==> src/rtl/pipe_hazard_ctrl_pkg.sv <==
// rtl/pipe_hazard_ctrl_pkg.sv - shared opcodes, forward selects and FSM states for the mini-CPU pipeline controller
//
// Purpose : package mini_cpu_pkg, imported by the controller, its interface
//           and the hazard_detect sub-module.
// Contents: opcode constants, forwarding mux select codes, controller state enum.
package mini_cpu_pkg;

  localparam logic [4:0] OP_NOP  = 5'h00;
  localparam logic [4:0] OP_MUL  = 5'h06;
  localparam logic [4:0] OP_LD   = 5'h0C;
  localparam logic [4:0] OP_HALT = 5'h1F;

  localparam logic [1:0] FWD_RF  = 2'b00;
  localparam logic [1:0] FWD_EX  = 2'b01;
  localparam logic [1:0] FWD_MEM = 2'b10;

  typedef enum logic [1:0] {
    IDLE   = 2'd0,
    RUN    = 2'd1,
    MULDLY = 2'd2,
    HALTED = 2'd3
  } state_e;

endpackage

==> src/rtl/pipe_hazard_ctrl_if.sv <==
// rtl/pipe_hazard_ctrl_if.sv - pipeline status / control bundle between datapath and hazard controller
//
// Purpose : groups the ID/EX/MEM status inputs and the stall/flush/forward
//           outputs of pipe_hazard_ctrl.
// Modports: master = datapath side (drives status, receives controls)
//           slave  = controller side (receives status, drives controls)
// Params  : STALL_CNT_W - width of the stall performance counter
interface pipe_hazard_ctrl_if #(
  parameter int STALL_CNT_W = 16
);
  import mini_cpu_pkg::*;

  logic                   start;
  logic [2:0]             rs1_id;
  logic [2:0]             rs2_id;
  logic                   use_rs1_id;
  logic                   use_rs2_id;
  logic [4:0]             op_ex;
  logic [2:0]             rd_ex;
  logic                   we_rf_ex;
  logic [2:0]             rd_mem;
  logic                   we_rf_mem;
  logic                   branch_taken_ex;

  logic                   stall_pc;
  logic                   stall_ifid;
  logic                   hold_idex;
  logic                   bubble_idex;
  logic                   flush_ifid;
  logic [1:0]             fwd_rs1;
  logic [1:0]             fwd_rs2;
  logic                   halted;
  logic [STALL_CNT_W-1:0] stall_cnt;

  modport master (
    output start, rs1_id, rs2_id, use_rs1_id, use_rs2_id, op_ex, rd_ex,
           we_rf_ex, rd_mem, we_rf_mem, branch_taken_ex,
    input  stall_pc, stall_ifid, hold_idex, bubble_idex, flush_ifid,
           fwd_rs1, fwd_rs2, halted, stall_cnt
  );

  modport slave (
    input  start, rs1_id, rs2_id, use_rs1_id, use_rs2_id, op_ex, rd_ex,
           we_rf_ex, rd_mem, we_rf_mem, branch_taken_ex,
    output stall_pc, stall_ifid, hold_idex, bubble_idex, flush_ifid,
           fwd_rs1, fwd_rs2, halted, stall_cnt
  );

endinterface

==> src/rtl/pipe_hazard_ctrl_hazard_detect.sv <==
// rtl/pipe_hazard_ctrl_hazard_detect.sv - combinational register-match, ID hazard and forward-select logic
//
// Purpose : compares the ID source registers against the EX and MEM
//           destinations and decides whether ID must stall and where each
//           operand is sourced from.
// Macro   : MINI_CPU_FWD_EN - when defined, EX/MEM results are forwarded and
//           only a load-use stalls; otherwise any EX/MEM match stalls.
// Ports   : rs1_id/rs2_id/use_rs*_id - ID operands; op_ex/rd_ex/we_rf_ex - EX
//           producer; rd_mem/we_rf_mem - MEM producer; id_hazard - stall ID;
//           fwd_rs1/fwd_rs2 - operand source select.
module hazard_detect
  import mini_cpu_pkg::*;
(
  input  logic [2:0] rs1_id,
  input  logic [2:0] rs2_id,
  input  logic       use_rs1_id,
  input  logic       use_rs2_id,
  input  logic [4:0] op_ex,
  input  logic [2:0] rd_ex,
  input  logic       we_rf_ex,
  input  logic [2:0] rd_mem,
  input  logic       we_rf_mem,
  output logic       id_hazard,
  output logic [1:0] fwd_rs1,
  output logic [1:0] fwd_rs2
);

  logic ex_m1, ex_m2, mem_m1, mem_m2;

  // No hard-wired zero register: r0 participates in matching like any other.
  assign ex_m1  = we_rf_ex  && (rd_ex  == rs1_id) && use_rs1_id;
  assign ex_m2  = we_rf_ex  && (rd_ex  == rs2_id) && use_rs2_id;
  assign mem_m1 = we_rf_mem && (rd_mem == rs1_id) && use_rs1_id;
  assign mem_m2 = we_rf_mem && (rd_mem == rs2_id) && use_rs2_id;

`ifdef MINI_CPU_FWD_EN
  logic ex_is_ld;
  assign ex_is_ld = (op_ex == OP_LD);

  always_comb begin
    // Load data is not ready until MEM, so an EX-stage load cannot forward.
    id_hazard = (ex_m1 || ex_m2) && ex_is_ld;
    // EX holds the younger value, so it wins over MEM.
    fwd_rs1 = (ex_m1 && !ex_is_ld) ? FWD_EX : (mem_m1 ? FWD_MEM : FWD_RF);
    fwd_rs2 = (ex_m2 && !ex_is_ld) ? FWD_EX : (mem_m2 ? FWD_MEM : FWD_RF);
  end
`else
  logic unused_op_ex;
  assign unused_op_ex = ^op_ex;

  always_comb begin
    id_hazard = ex_m1 || ex_m2 || mem_m1 || mem_m2;
    fwd_rs1   = FWD_RF;
    fwd_rs2   = FWD_RF;
  end
`endif

endmodule

==> src/rtl/pipe_hazard_ctrl.sv <==
// rtl/pipe_hazard_ctrl.sv - central pipeline controller: PC/IF/ID/EX stall, bubble, flush, MUL hold, HALT
//
// Purpose : sequences the PC, IF/ID and ID/EX registers of the mini-CPU and
//           keeps a saturating count of stalled cycles.
// Macro   : MINI_CPU_FWD_EN (consumed in hazard_detect) enables forwarding.
// Params  : MUL_LAT (1..15) total EX cycles of a MUL; STALL_CNT_W counter width.
// Ports   : clk, rst (sync active-high); bus - pipe_hazard_ctrl_if.slave.
module pipe_hazard_ctrl
  import mini_cpu_pkg::*;
#(
  parameter int MUL_LAT     = 3,
  parameter int STALL_CNT_W = 16
) (
  input logic                     clk,
  input logic                     rst,
  pipe_hazard_ctrl_if.slave       bus
);

  localparam logic [3:0] MUL_HOLD = 4'(MUL_LAT - 1);

  state_e                 state_q, state_d;
  logic [3:0]             mul_cnt_q, mul_cnt_d;
  logic [STALL_CNT_W-1:0] stall_cnt_q, stall_cnt_d;

  logic       id_hazard;
  logic [1:0] hd_fwd_rs1, hd_fwd_rs2;
  logic       stall_pc, stall_ifid, hold_idex, bubble_idex, flush_ifid;
  logic [1:0] fwd_rs1, fwd_rs2;
  logic       active;

  hazard_detect u_hazard_detect (
    .rs1_id     (bus.rs1_id),
    .rs2_id     (bus.rs2_id),
    .use_rs1_id (bus.use_rs1_id),
    .use_rs2_id (bus.use_rs2_id),
    .op_ex      (bus.op_ex),
    .rd_ex      (bus.rd_ex),
    .we_rf_ex   (bus.we_rf_ex),
    .rd_mem     (bus.rd_mem),
    .we_rf_mem  (bus.we_rf_mem),
    .id_hazard  (id_hazard),
    .fwd_rs1    (hd_fwd_rs1),
    .fwd_rs2    (hd_fwd_rs2)
  );

  assign active = (state_q == RUN) || (state_q == MULDLY);

  always_comb begin
    state_d     = state_q;
    mul_cnt_d   = mul_cnt_q;
    stall_pc    = 1'b0;
    stall_ifid  = 1'b0;
    hold_idex   = 1'b0;
    bubble_idex = 1'b0;
    flush_ifid  = 1'b0;
    fwd_rs1     = active ? hd_fwd_rs1 : FWD_RF;
    fwd_rs2     = active ? hd_fwd_rs2 : FWD_RF;

    unique case (state_q)
      IDLE: begin
        stall_pc    = 1'b1;
        stall_ifid  = 1'b1;
        bubble_idex = 1'b1;
        if (bus.start) state_d = RUN;
      end
      RUN, MULDLY: begin
        if (state_q == MULDLY && mul_cnt_q > 4'd1) begin
          // MUL still busy in EX: freeze everything upstream.
          hold_idex  = 1'b1;
          stall_pc   = 1'b1;
          stall_ifid = 1'b1;
          mul_cnt_d  = mul_cnt_q - 4'd1;
        end else begin
          // Last MUL cycle behaves as RUN, minus re-launching the MUL hold.
          state_d   = RUN;
          mul_cnt_d = 4'd0;
          if (bus.op_ex == OP_HALT) begin
            state_d     = HALTED;
            stall_pc    = 1'b1;
            stall_ifid  = 1'b1;
            bubble_idex = 1'b1;
          end else if (bus.branch_taken_ex) begin
            // Wrong-path instructions in IF/ID and ID are discarded, so any
            // ID hazard is moot.
            flush_ifid  = 1'b1;
            bubble_idex = 1'b1;
          end else if (bus.op_ex == OP_MUL && MUL_LAT > 1 && state_q == RUN) begin
            hold_idex  = 1'b1;
            stall_pc   = 1'b1;
            stall_ifid = 1'b1;
            mul_cnt_d  = MUL_HOLD;
            state_d    = MULDLY;
          end else if (id_hazard) begin
            stall_pc    = 1'b1;
            stall_ifid  = 1'b1;
            bubble_idex = 1'b1;
          end
        end
      end
      HALTED: begin
        stall_pc    = 1'b1;
        stall_ifid  = 1'b1;
        bubble_idex = 1'b1;
      end
      default: state_d = IDLE;
    endcase

    stall_cnt_d = stall_cnt_q;
    if (active && stall_pc && (stall_cnt_q != {STALL_CNT_W{1'b1}}))
      stall_cnt_d = stall_cnt_q + 1'b1;
  end

  always_ff @(posedge clk) begin
    if (rst) begin
      state_q     <= IDLE;
      mul_cnt_q   <= 4'd0;
      stall_cnt_q <= '0;
    end else begin
      state_q     <= state_d;
      mul_cnt_q   <= mul_cnt_d;
      stall_cnt_q <= stall_cnt_d;
    end
  end

  assign bus.stall_pc    = stall_pc;
  assign bus.stall_ifid  = stall_ifid;
  assign bus.hold_idex   = hold_idex;
  assign bus.bubble_idex = bubble_idex;
  assign bus.flush_ifid  = flush_ifid;
  assign bus.fwd_rs1     = fwd_rs1;
  assign bus.fwd_rs2     = fwd_rs2;
  assign bus.halted      = (state_q == HALTED);
  assign bus.stall_cnt   = stall_cnt_q;

endmodule

==> src/flat_wrapper.sv <==
// flat-port wrapper written by rule: the top's interface ports become plain ports
module pipe_hazard_ctrl_flat import mini_cpu_pkg::*;
#(
  parameter int MUL_LAT     = 3,
  parameter int STALL_CNT_W = 16
)
  (clk, rst, bus_start, bus_rs1_id, bus_rs2_id, bus_use_rs1_id, bus_use_rs2_id, bus_op_ex, bus_rd_ex, bus_we_rf_ex, bus_rd_mem, bus_we_rf_mem, bus_branch_taken_ex, bus_stall_pc, bus_stall_ifid, bus_hold_idex, bus_bubble_idex, bus_flush_ifid, bus_fwd_rs1, bus_fwd_rs2, bus_halted, bus_stall_cnt);
  pipe_hazard_ctrl_if #(.STALL_CNT_W(STALL_CNT_W)) bus_i ();
  input logic clk;
  input logic rst;
  input wire logic [$bits(bus_i.start)-1:0] bus_start;
  input wire logic [$bits(bus_i.rs1_id)-1:0] bus_rs1_id;
  input wire logic [$bits(bus_i.rs2_id)-1:0] bus_rs2_id;
  input wire logic [$bits(bus_i.use_rs1_id)-1:0] bus_use_rs1_id;
  input wire logic [$bits(bus_i.use_rs2_id)-1:0] bus_use_rs2_id;
  input wire logic [$bits(bus_i.op_ex)-1:0] bus_op_ex;
  input wire logic [$bits(bus_i.rd_ex)-1:0] bus_rd_ex;
  input wire logic [$bits(bus_i.we_rf_ex)-1:0] bus_we_rf_ex;
  input wire logic [$bits(bus_i.rd_mem)-1:0] bus_rd_mem;
  input wire logic [$bits(bus_i.we_rf_mem)-1:0] bus_we_rf_mem;
  input wire logic [$bits(bus_i.branch_taken_ex)-1:0] bus_branch_taken_ex;
  output wire logic [$bits(bus_i.stall_pc)-1:0] bus_stall_pc;
  output wire logic [$bits(bus_i.stall_ifid)-1:0] bus_stall_ifid;
  output wire logic [$bits(bus_i.hold_idex)-1:0] bus_hold_idex;
  output wire logic [$bits(bus_i.bubble_idex)-1:0] bus_bubble_idex;
  output wire logic [$bits(bus_i.flush_ifid)-1:0] bus_flush_ifid;
  output wire logic [$bits(bus_i.fwd_rs1)-1:0] bus_fwd_rs1;
  output wire logic [$bits(bus_i.fwd_rs2)-1:0] bus_fwd_rs2;
  output wire logic [$bits(bus_i.halted)-1:0] bus_halted;
  output wire logic [$bits(bus_i.stall_cnt)-1:0] bus_stall_cnt;
  assign bus_i.start = bus_start;
  assign bus_i.rs1_id = bus_rs1_id;
  assign bus_i.rs2_id = bus_rs2_id;
  assign bus_i.use_rs1_id = bus_use_rs1_id;
  assign bus_i.use_rs2_id = bus_use_rs2_id;
  assign bus_i.op_ex = bus_op_ex;
  assign bus_i.rd_ex = bus_rd_ex;
  assign bus_i.we_rf_ex = bus_we_rf_ex;
  assign bus_i.rd_mem = bus_rd_mem;
  assign bus_i.we_rf_mem = bus_we_rf_mem;
  assign bus_i.branch_taken_ex = bus_branch_taken_ex;
  assign bus_stall_pc = bus_i.stall_pc;
  assign bus_stall_ifid = bus_i.stall_ifid;
  assign bus_hold_idex = bus_i.hold_idex;
  assign bus_bubble_idex = bus_i.bubble_idex;
  assign bus_flush_ifid = bus_i.flush_ifid;
  assign bus_fwd_rs1 = bus_i.fwd_rs1;
  assign bus_fwd_rs2 = bus_i.fwd_rs2;
  assign bus_halted = bus_i.halted;
  assign bus_stall_cnt = bus_i.stall_cnt;
  pipe_hazard_ctrl #(.MUL_LAT(MUL_LAT), .STALL_CNT_W(STALL_CNT_W)) u_core (.clk(clk), .rst(rst), .bus(bus_i));
endmodule
==> config.mk <==
export PLATFORM = sky130hd
export DESIGN_NAME = pipe_hazard_ctrl_flat
export DESIGN_NICKNAME = d
export VERILOG_FILES = /design/src/rtl/pipe_hazard_ctrl_pkg.sv /design/src/rtl/pipe_hazard_ctrl_if.sv /design/src/rtl/pipe_hazard_ctrl_hazard_detect.sv /design/src/rtl/pipe_hazard_ctrl.sv /design/src/flat_wrapper.sv
export SDC_FILE = /design/constraint.sdc
export NUM_CORES = 1
export LEC_CHECK = 0
export ABC_AREA = 1
export ABC_CLOCK_PERIOD_IN_PS = 2480
export CORE_UTILIZATION = 40
export DETAILED_ROUTE_END_ITERATION = 6
export PLACE_DENSITY = 0.7
export SLEW_MARGIN = 20
export SYNTH_ARGS = -nofsm -noshare
export SYNTH_HDL_FRONTEND = slang
export SYNTH_SLANG_ARGS = --single-unit
==> constraint.sdc <==
create_clock -name clk -period 2.48 [get_ports clk]
set_input_delay 0.496 -clock clk [delete_from_list [all_inputs] [get_ports clk]]
set_output_delay 0.496 -clock clk [all_outputs]
set_load 0.05 [all_outputs]
==> results of run 1 <==
[final cells by class]
type                    count  area (µm²)  share of cell area
repair buffers             53       563.0              0.2422
clock buffers               3       41.29             0.01776
flip-flops and latches     22       440.4              0.1895
multi-input cells         207        1075              0.4623
well taps                  50       62.56             0.02691
clock inverters             1       30.03             0.01292
inverters                  30       112.6             0.04844
[power by group]
part           switching [mW]  internal, mW
clock network           0.126         0.216
logic                   0.151         0.103
registers             0.00661         0.361
[flip-flops by register name, indices dropped and copies added, names as in the netlist]
signal,count
u_core.bus.stall_cnt,16
u_core.state_q,2
u_core.mul_cnt_q,4
[final timing paths]
kind                        endpoint  slack (ns)                    start
max                  bus_bubble_idex         0.1             bus_op_ex[0]
min              u_core.mul_cnt_q[1]        0.51      u_core.mul_cnt_q[1]
max reg2reg  u_core.bus.stall_cnt[0]        0.51  u_core.bus.stall_cnt[1]
min reg2reg      u_core.mul_cnt_q[1]        0.51      u_core.mul_cnt_q[1]
[synth_stat cells (4+ instances only)]
master,n
nand4_1,21
nor2_1,27
xor2_1,6
clkbuf_1,5
nor4_1,4
o21ai_0,4
nand3_1,7
dfxtp_1,22
a21oi_1,18
nor3_1,5
nand2_1,87
ha_1,7
xnor2_1,7
inv_1,29
buf_4,6
[cell usage in the layout (no fill, tap or decap)]
master / instances
a211oi_1: 1
a21oi_1: 18
and2_1: 1
and3_1: 1
buf_12: 4
buf_4: 8
bufinv_16: 1
clkbuf_8: 3
clkdlybuf4s50_1: 36
conb_1: 4
dfxtp_1: 22
dlymetal6s2s_1: 5
ha_1: 7
inv_1: 29
inv_2: 1
nand2_1: 87
nand2_2: 1
nand2_4: 1
nand3_1: 7
nand3_2: 1
nand3_4: 1
nand4_1: 21
nor2_1: 27
nor3_1: 5
nor4_1: 4
nor4_4: 1
o21ai_0: 2
o21ai_1: 1
o21ai_2: 1
o21bai_1: 1
or2_0: 1
xnor2_1: 7
xor2_1: 6
[critical path: stages]
cell	delay (ns)
clkdlybuf4s50_1	0.43
nor3_1	0.19
nand4_1	0.20
o21ai_2	0.21
o21bai_1	0.13
inv_1	0.05
buf_4	0.18
[per-layer routing]
layer | track usage | share of wire | vias to the layer above
li1 | - | - | 952
met1 | 0.2610 | 0.48 | 804
met2 | 0.3510 | 0.48 | 32
met3 | 0.02055 | 0.034 | 5
met4 | 0.06117 | 0.011 | 0
met5 | 0 | 0 | -
[logic make-up after synthesis]
kind of cell / Yosys count / share of synthesized area
AO/OA/AOI/OAI: 24 / 0.07413
buffers and inverters: 42 / 0.1112
AND/OR/NAND/NOR: 159 / 0.4322
other: 1 / 0.002222
XOR/XNOR: 13 / 0.06746
adder cells (fa/ha/maj): 7 / 0.05189
flip-flops: 22 / 0.2609
[per-stage QoR]
stage | util | TNS [ns] | area [µm²]
6_report | 0.5770 | 0 | 2325
5_1_grt | 0.5770 | -0.007949 | 2325
4_1_cts | 0.5721 | 0 | 2305
3_5_place_dp | 0.5543 | 0 | 2233
3_3_place_gp | 0.5543 | 0 | 2233
2_1_floorplan | - | 0 | 1703
[timing repair]
| action | CTS | global route |
|---|---|---|
| resized for setup | 0 | 6 |
| hold buffers | 0 | 0 |
| hold endpoints to repair | 0 | 0 |
| buffers inserted | 0 | 1 |
| endpoints found under the setup margin | 0 | 3 |
==> out/qor.txt, run 1 <==
die width: 66.96 µm
DRC viols: 0
GR Overflow Total: 0
final hold slack: 0.5099 ns
gr usage total: 0.2028
fill cell count: 405
fin nets: 349
Post-Synthesis Cells: 268
worst hold stages: 2
Worst-path clk slew: 0.08 ns
Initial DRT Pass Iterations: 4
largest net degree at the start of global routing: 17
Vias/cell: 4.899
number of synthesized flops with an enable pin: 0
Power Density: 414.2 mW/mm²
Slew @ Worst Pin: 0.5232 ns
maximum VDD drop: 0.0002537 V
die area: 0.004484 mm²
Skew-Pair Late Insertion Delay: 0.27 ns
CTS Root Cell: clkbuf_8
CP Launch Type: input port
status: finished clean
WL final: 4250 µm
FP Rows: 23
Max Clock Skew: 0.005738 ns
Final Power: 0.9630 mW
CTS tree: built
fin crit period: 2.382 ns
CTS buffer count: 3
number of global-route vias before repair: 1615
Lkg Pwr: 1.000 nW
HPWL after detailed placement: 3171 µm
pre-CTS setup slack: 0.09697 ns
MaxCap Viol Count: 0
post-synth top area cell: dfxtp_1
post-synth cell types: 28
Synth Cell Area: 0.001688 mm²
syn_area_per_cell: 6.298 µm²
first-pass GRT wire length: 6975 µm
Crit Path Class: in -> out
layout cells sized above 1: 0.07278
Routed Antenna Nets: 0
Synth top area share: 0.2609
Core Box Area: 0.004029 mm²
Syn. warnings: 0
# diodes: 0
total clock sinks: 22
worst setup margin: 0.09838 ns
Chip Height: 66.96 µm
commonest register cell after synthesis: dfxtp_1
Post-Place Cells: 361
Worst EP arrival: 1.89 ns
Finished Layout Cells: 366
final max-slew violation count: 0
# setup viols final: 0
initial core utilization: 0.4189
Vias: 1793
Achievable Freq: 0.4199 GHz
Slew HR: 0.6501
crit-path max FO: 3
Boundary Pins: 51
RSZ-0062 raised after global routing: true
Max clock buf depth: 2
Hold Violations, Final: 0
CP Data Required Time: 1.98 ns
sequential share of the synthesized area: 0.2609
Final Cycle Share: 0.9603
Critical Path End Type: primary output
initial drt markers: 89
initial antenna violation count: 0
Layout area overhead: 37.73%
register bit total from synthesis: 22
placer congestion estimate: 0.8284
Post-synth ARST share: 0
Worst R2R Path Depth: 8
number of buffer cells added on primary ports: 46
top post-synthesis cells by area: dfxtp_1, nand2_1, nand4_1, inv_1, nor2_1
Avg WL per Cell: 11.61 µm
worst hold path type: reg -> reg
Max H-tree Level: 1
Power figures use the tool's default switching activity.
==> run 2, diff against run 1 <==
--- a/config.mk
+++ b/config.mk
@@ -6,7 +6,7 @@
 export NUM_CORES = 1
 export LEC_CHECK = 0
 export ABC_AREA = 1
-export ABC_CLOCK_PERIOD_IN_PS = 2480
+export ABC_CLOCK_PERIOD_IN_PS = 2280
 export CORE_UTILIZATION = 40
 export DETAILED_ROUTE_END_ITERATION = 6
 export PLACE_DENSITY = 0.7
==> constraint.sdc (replaced) <==
create_clock -name clk -period 2.28 [get_ports clk]
set_input_delay 0.456 -clock clk [delete_from_list [all_inputs] [get_ports clk]]
set_output_delay 0.456 -clock clk [all_outputs]
set_load 0.05 [all_outputs]
==> run 2 against run 1 <==
Compared with the run above: final area grew 4.0%; setup slack gained 0.0037 ns; clock skew grew 0.0044 ns; clock-buffer cell count is the same; via count grew 0.56%; sequential cell count is the same; largest cell class unchanged; largest power group unchanged.
==> out/qor.txt, run 2 (synthesized netlist as in run 1, its figures left out) <==
status: finished clean (unchanged)
GR peak layer: met2 (unchanged)
GR Util met3: 0.02568 (was 0.02055)
CP Data Required Time: 1.82 ns (was 1.98 ns)
flop-to-flop setup slack: 0.37 ns (was 0.51 ns)
CP Launch Type: input port (unchanged)
met2 Track Usage GR: 0.3485 (was 0.3510)
Final Cycle Share: 0.9552
Hold Violations, Final: 0 (unchanged)
largest net degree at the start of global routing: 17 (unchanged)
Final Power: 1.042 mW (was 0.9630 mW)
Skew-Pair Late Insertion Delay: 0.26 ns (was 0.27 ns)
worst hold path type: reg -> reg (unchanged)
placer congestion estimate: 0.8589 (was 0.8284)
# setup viols final: 0 (unchanged)
Core Box Area: 0.004029 mm² (unchanged)
final max-slew violation count: 0 (unchanged)
first-pass GRT wire length: 6810 µm (was 6975 µm)
Vias: 1803 (was 1793)
crit-path max FO: 4 (was 3)
Initial DRT Pass Iterations: 4 (unchanged)
Layout area overhead: 43.22% (was 37.73%)
final hold slack: 0.4882 ns (was 0.5099 ns)
Setup crit start: bus_rd_mem[1] (was bus_op_ex[0])
number of global-route vias before repair: 1605 (was 1615)
Max clock buf depth: 2 (unchanged)
Lkg Pwr: 1.112 nW (was 1.000 nW)
die width: 66.96 µm (unchanged)
worst hold stages: 2 (unchanged)
final core occ: 0.6000 (was 0.5770)
CTS Root Cell: clkbuf_8 (unchanged)
total clock sinks: 22 (unchanged)
most frequent cells in the layout: nand2_1, inv_1, clkdlybuf4s50_1, nor2_1, nand4_1 (was nand2_1, clkdlybuf4s50_1, inv_1, nor2_1, dfxtp_1)
fin nets: 353 (was 349)
Max H-tree Level: 1 (unchanged)
met1 GRT Util: 0.2472 (was 0.2610)
Critical Path End Type: primary output (unchanged)
# diodes: 0 (unchanged)
Boundary Pins: 51 (unchanged)
RR Startpoint: u_core.state_q[1] (was u_core.bus.stall_cnt[1])
Reg power frac: 0.384 (was 0.382)
number of buffer cells added on primary ports: 46 (unchanged)
Max Clock Skew: 0.01014 ns (was 0.005738 ns)
Worst R2R End: u_core.bus.stall_cnt[12] (was u_core.bus.stall_cnt[0])
CTS buffer count: 3 (unchanged)
Worst R2R Path Depth: 12 (was 8)
GR Overflow Total: 0 (unchanged)
Sw Pwr: 0.2981 mW (was 0.2834 mW)
max reg flops: 16 (unchanged)
clock share of power: 0.342 (was 0.355)
HPWL after detailed placement: 3267 µm (was 3171 µm)
Final TNS setup: 0 ns (unchanged)
Slew HR: 0.6594 (was 0.6501)
FP Rows: 23 (unchanged)
Int Power: 0.7443 mW (was 0.6796 mW)
Finished Layout Cells: 370 (was 366)
Chip Height: 66.96 µm (unchanged)
initial drt markers: 84 (was 89)
Worst Hold End: u_core.mul_cnt_q[1] (unchanged)
Hold Startpoint: u_core.mul_cnt_q[1] (unchanged)
Worst-path clk slew: 0.07 ns (was 0.08 ns)
Crit Path Class: in -> out (unchanged)
fin crit period: 2.178 ns
Vias/cell: 4.873 (was 4.899)
Power Density: 431.2 mW/mm² (was 414.2 mW/mm²)
Routed Antenna Nets: 0 (unchanged)
Avg WL per Cell: 11.38 µm (was 11.61 µm)
initial antenna violation count: 0 (unchanged)
gr usage total: 0.1961 (was 0.2028)
Switching Share: 0.2860 (was 0.2943)
Achievable Freq: 0.4592 GHz
Worst EP arrival: 1.72 ns (was 1.89 ns)
layout cells sized above 1: 0.1188 (was 0.07278)
initial core utilization: 0.4189 (unchanged)
MaxCap Viol Count: 0 (unchanged)
combinational power share: 0.274 (was 0.263)
Slew @ Worst Pin: 0.5093 ns (was 0.5232 ns)
die area: 0.004484 mm² (unchanged)
commonest non-fill, non-tap cell in the layout: nand2_1 (unchanged)
WL final: 4209 µm (was 4250 µm)
DRC viols: 0 (unchanged)
CTS tree: built (unchanged)
maximum VDD drop: 0.0003083 V (was 0.0002537 V)
Post-Place Cells: 363 (was 361)
==> run 2: changes by cell type in the layout (fill, tap and decap cells not counted) <==
| cell | change |
|---|---|
| buf_4 | +2 |
| buf_6 | +2 |
| clkdlybuf4s50_1 | -10 |
| dfxtp_1 | -2 |
| dfxtp_2 | +2 |
| dlymetal6s2s_1 | +10 |
| ha_1 | -1 |
| ha_4 | +1 |
| inv_1 | -2 |
| inv_2 | +2 |
| nand2_1 | -4 |
| nand2_2 | +4 |
| nor2_1 | -2 |
| nor2_2 | +2 |
==> run 2: repair_timing <==
item / in CTS / in global routing
pin swaps: 1 / 6
endpoints found under the setup margin: 3 / 4
setup buffers: 2 / 1
resized for setup: 1 / 28
hold buffers: 0 / 0
==> run 2: stage by stage <==
step,setup WS [ns],cell area [µm²]
floorplan,0.01773,1703
global placement,-0.006232,2248
detailed placement,-0.004482,2248
CTS,0.003673,2347
global route,-0.02422,2417
finish,0.1021,2417
==> run 2: layout make-up <==
cell class | count | area, µm²
fill | 379 | 1612
multi-input combinational | 207 | 1102
timing repair buffer | 57 | 625.6
sequential | 22 | 442.9
inverter | 30 | 112.6
tap | 50 | 62.56
clock buffer | 3 | 41.29
clock inverter | 1 | 30.03
==> run 2: critical path, stage by stage <==
cell and delay (ns):
clkdlybuf4s50_1 0.47, inv_2 0.05, nand2_1 0.05, nand2_1 0.06, nor2_2 0.10, nand2_1 0.06, nand2_1 0.06, nand2_1 0.05
nand2_2 0.07, nand2_2 0.06, nand2_4 0.09, buf_12 0.14
==> run 2: worst max path at each step <==
| stage | cells after the start | to | slack, ns |
|---|---|---|---|
| after floorplan | 6 | bus_bubble_idex | 0.02 |
| after global placement | 12 | bus_stall_pc | -0.006 |
| after detailed placement | 7 | bus_bubble_idex | -0.004 |
| after CTS | 7 | bus_bubble_idex | 0.004 |
| after global routing | 11 | bus_bubble_idex | -0.02 |
| final | 12 | bus_stall_ifid | 0.10 |
==> run 2: per-layer routing <==
layer	vias to the layer above	wire length (µm)
met5	-	0
met4	0	41
met3	4	153
met2	38	2025
met1	793	1989
li1	968	-
==> run 2: power groups by stage <==
stage / clock [mW] / sequential (mW) / combinational (mW)
finish: 0.357 / 0.400 / 0.286
global route: 0.382 / 0.401 / 0.312
CTS: 0.370 / 0.400 / 0.282
detailed placement: 0 / 0.408 / 0.274
global placement: 0 / 0.408 / 0.273
floorplan: 0 / 0.420 / 0.160
==> RTL change, RTL diff (settings of run 1) <==
Re-encode `state_e` (4 states) as one-hot, 4 bits wide.
--- a/src/rtl/pipe_hazard_ctrl_pkg.sv
+++ b/src/rtl/pipe_hazard_ctrl_pkg.sv
@@ -14,11 +14,11 @@
   localparam logic [1:0] FWD_EX  = 2'b01;
   localparam logic [1:0] FWD_MEM = 2'b10;
 
-  typedef enum logic [1:0] {
-    IDLE   = 2'd0,
-    RUN    = 2'd1,
-    MULDLY = 2'd2,
-    HALTED = 2'd3
+  typedef enum logic [3:0] {
+    IDLE   = 4'b0001,
+    RUN    = 4'b0010,
+    MULDLY = 4'b0100,
+    HALTED = 4'b1000
   } state_e;
 
 endpackage
Behaviour: same outputs for any inputs over 10 cycles, from zero or initial values and one cycle with rst high; not proved beyond that.
==> RTL change against run 1 <==
- synthesized area grew 6.1%
- setup slack gained 0.017 ns
- largest cell class unchanged
- sequential cell count up 2
- sequential power rose by 8.2%
- routed wire length is 3.2% higher
- total power fell by 4.7%
- sequential share of layout area is 0.76 points higher
- final area is 4.9% higher
- clock skew grew 0.0033 ns
- core utilization up 1.1 points
==> RTL change: results (changes against run 1) <==
* XOR/XNOR share of the synthesized area at 6.85% (+0.10 points)
* Initial drt markers at 85 (-4.5%)
* Reg clk slew, reported paths at 0.07 ns
* Critical path's largest stage delay at 0.48 ns (+0.05 ns)
* Post-synth EDFFs at 0 (unchanged)
* Post-synthesis sequential area ratio at 26.8% (+0.74 points)
* Synth top area cells: dfxtp_1, nand2_1, nor2_1
* Clk pwr share at 24.0% (-12 points)
* Cell variety after synth at 30 (+7.1%)
* R2r startpoint: u_core.mul_cnt_q[0]
* Placer Congestion at 0.855 (+3.2%)
* Slowest-stage cell, CP: clkdlybuf4s50_1
* Hold Fails Final Rpt at 0 (unchanged)
* Vias in the first global route at 1665 (+3.1%)
* First-pass GRT wire length at 7.06 mm (+1.2%)
* Comb pwr at 300 uW (+18%)
* Post-CTS Resized at 13 (+13)
* Cell-internal power at 627 uW (-7.7%)
* Mux cell area share after synthesis at 0% (unchanged)
* # fillers at 409 (+0.99%)
* Detail Placement HPWL at 3.29 mm (+3.6%)
* DRC at 0 (unchanged)
* Fmax at 0.423 GHz (+0.71%)
* Layout cells sized above 1 at 14.7% (+7.4 points)
* R2r setup slk at 0.45 ns (-0.06 ns)
* DP Area at 0.00236 mm2 (+5.7%)
* Static Leak at 0.00106 uW (+6.2%)
* Compound-gate portion of the synthesized area at 8.04% (+0.62 points)
* Total GRT Usage at 19.3% (-0.99 points)
* Status: complete, no violations
* Vias after detailed routing at 1877 (+4.7%)
* Worst vdd ir at 330 uV (+30%)
* # port buffers at 46 (unchanged)
* Worst Clk Skew at 0.00909 ns (+0.00335 ns)
* Postcts setup bufs at 1 (+1)
* # nets final at 364 (+4.3%)
* Drt pass-1 iters at 4 (unchanged)
* Leading register cell type out of synthesis: dfxtp_1
* Critical Path Start: bus_we_rf_mem
* Place WS at -0.132 ns (-0.229 ns)
* Synth Area in Adders at 2.10% (-3.1 points)
* Synth top cells by count: nand2_1, nor2_1, inv_1
* Critical Path Fanout Max at 2 (-1)
* Ys async rst share at 0% (unchanged)
* CP arrival at 1.87 ns (-0.02 ns)
* Yosys warns at 0 (unchanged)
* Largest net degree at the start of global routing at 22 (+5)
* Routed length per instance at 11.4 um (-1.6%)
* Worst setup path end: bus_bubble_idex
* Rel. slew slack at 66.3% (+1.3 points)
* HP Class: register to register
* R2r worst-path depth at 12 (+4)
[RTL change: cell types whose count changed after synthesis, moves of 3 or more]
cell	run 1	this run
nor3_2	0	3
clkbuf_1	5	2
nor2_2	0	4
inv_1	29	26
inv_2	1	4
nand4_1	21	18
ha_1	7	3
nand2_1	87	95
xor2_1	6	10
nor2_1	27	34
xnor2_1	7	4
[RTL change: metrics by stage]
step                      power [uW]  util (%)  instances
final                            918      58.8        384
after global routing             968      58.8        384
after CTS                        924      58.2        384
after detailed placement         704      56.9        380
after global placement           703      56.9        380
after floorplan                  582         -        287
[RTL change: layout make-up]
cell class                 count  area [um2]  share of cell area (%)
clock buffer                   3        41.3                    1.69
inverter                      31         119                    4.87
tap                           50        62.6                    2.57
sequential                    24         480                    19.7
multi-input combinational    221        1150                    47.3
timing repair buffer          55         583                    23.9
[RTL change: cell families after synthesis]
family	Yosys count
DFF	24
adders and majority gates	3
buffers and inverters	42
other	1
and+or+nand+nor	175
xor gates and xnor gates	14
AOI/OAI and AO/OA	25
[RTL change: worst min-delay path by stage]
stage,from,to,slack [ns],cells after the start
2_1_floorplan,u_core.mul_cnt_q[0],u_core.mul_cnt_q[0],0.46,1
3_3_place_gp,u_core.bus.stall_cnt[8],u_core.bus.stall_cnt[8],0.49,2
3_5_place_dp,u_core.mul_cnt_q[2],u_core.mul_cnt_q[2],0.49,2
4_1_cts,u_core.mul_cnt_q[2],u_core.mul_cnt_q[2],0.51,2
5_1_grt,u_core.mul_cnt_q[2],u_core.mul_cnt_q[2],0.53,2
6_report,u_core.mul_cnt_q[0],u_core.mul_cnt_q[0],0.50,1
[RTL change: routing by layer]
metal	global-route usage [%]	share of wire [%]
met5	0	0
met2	30.3	43
met4	4.85	0.50
met3	3.62	7.1
met1	26.9	50
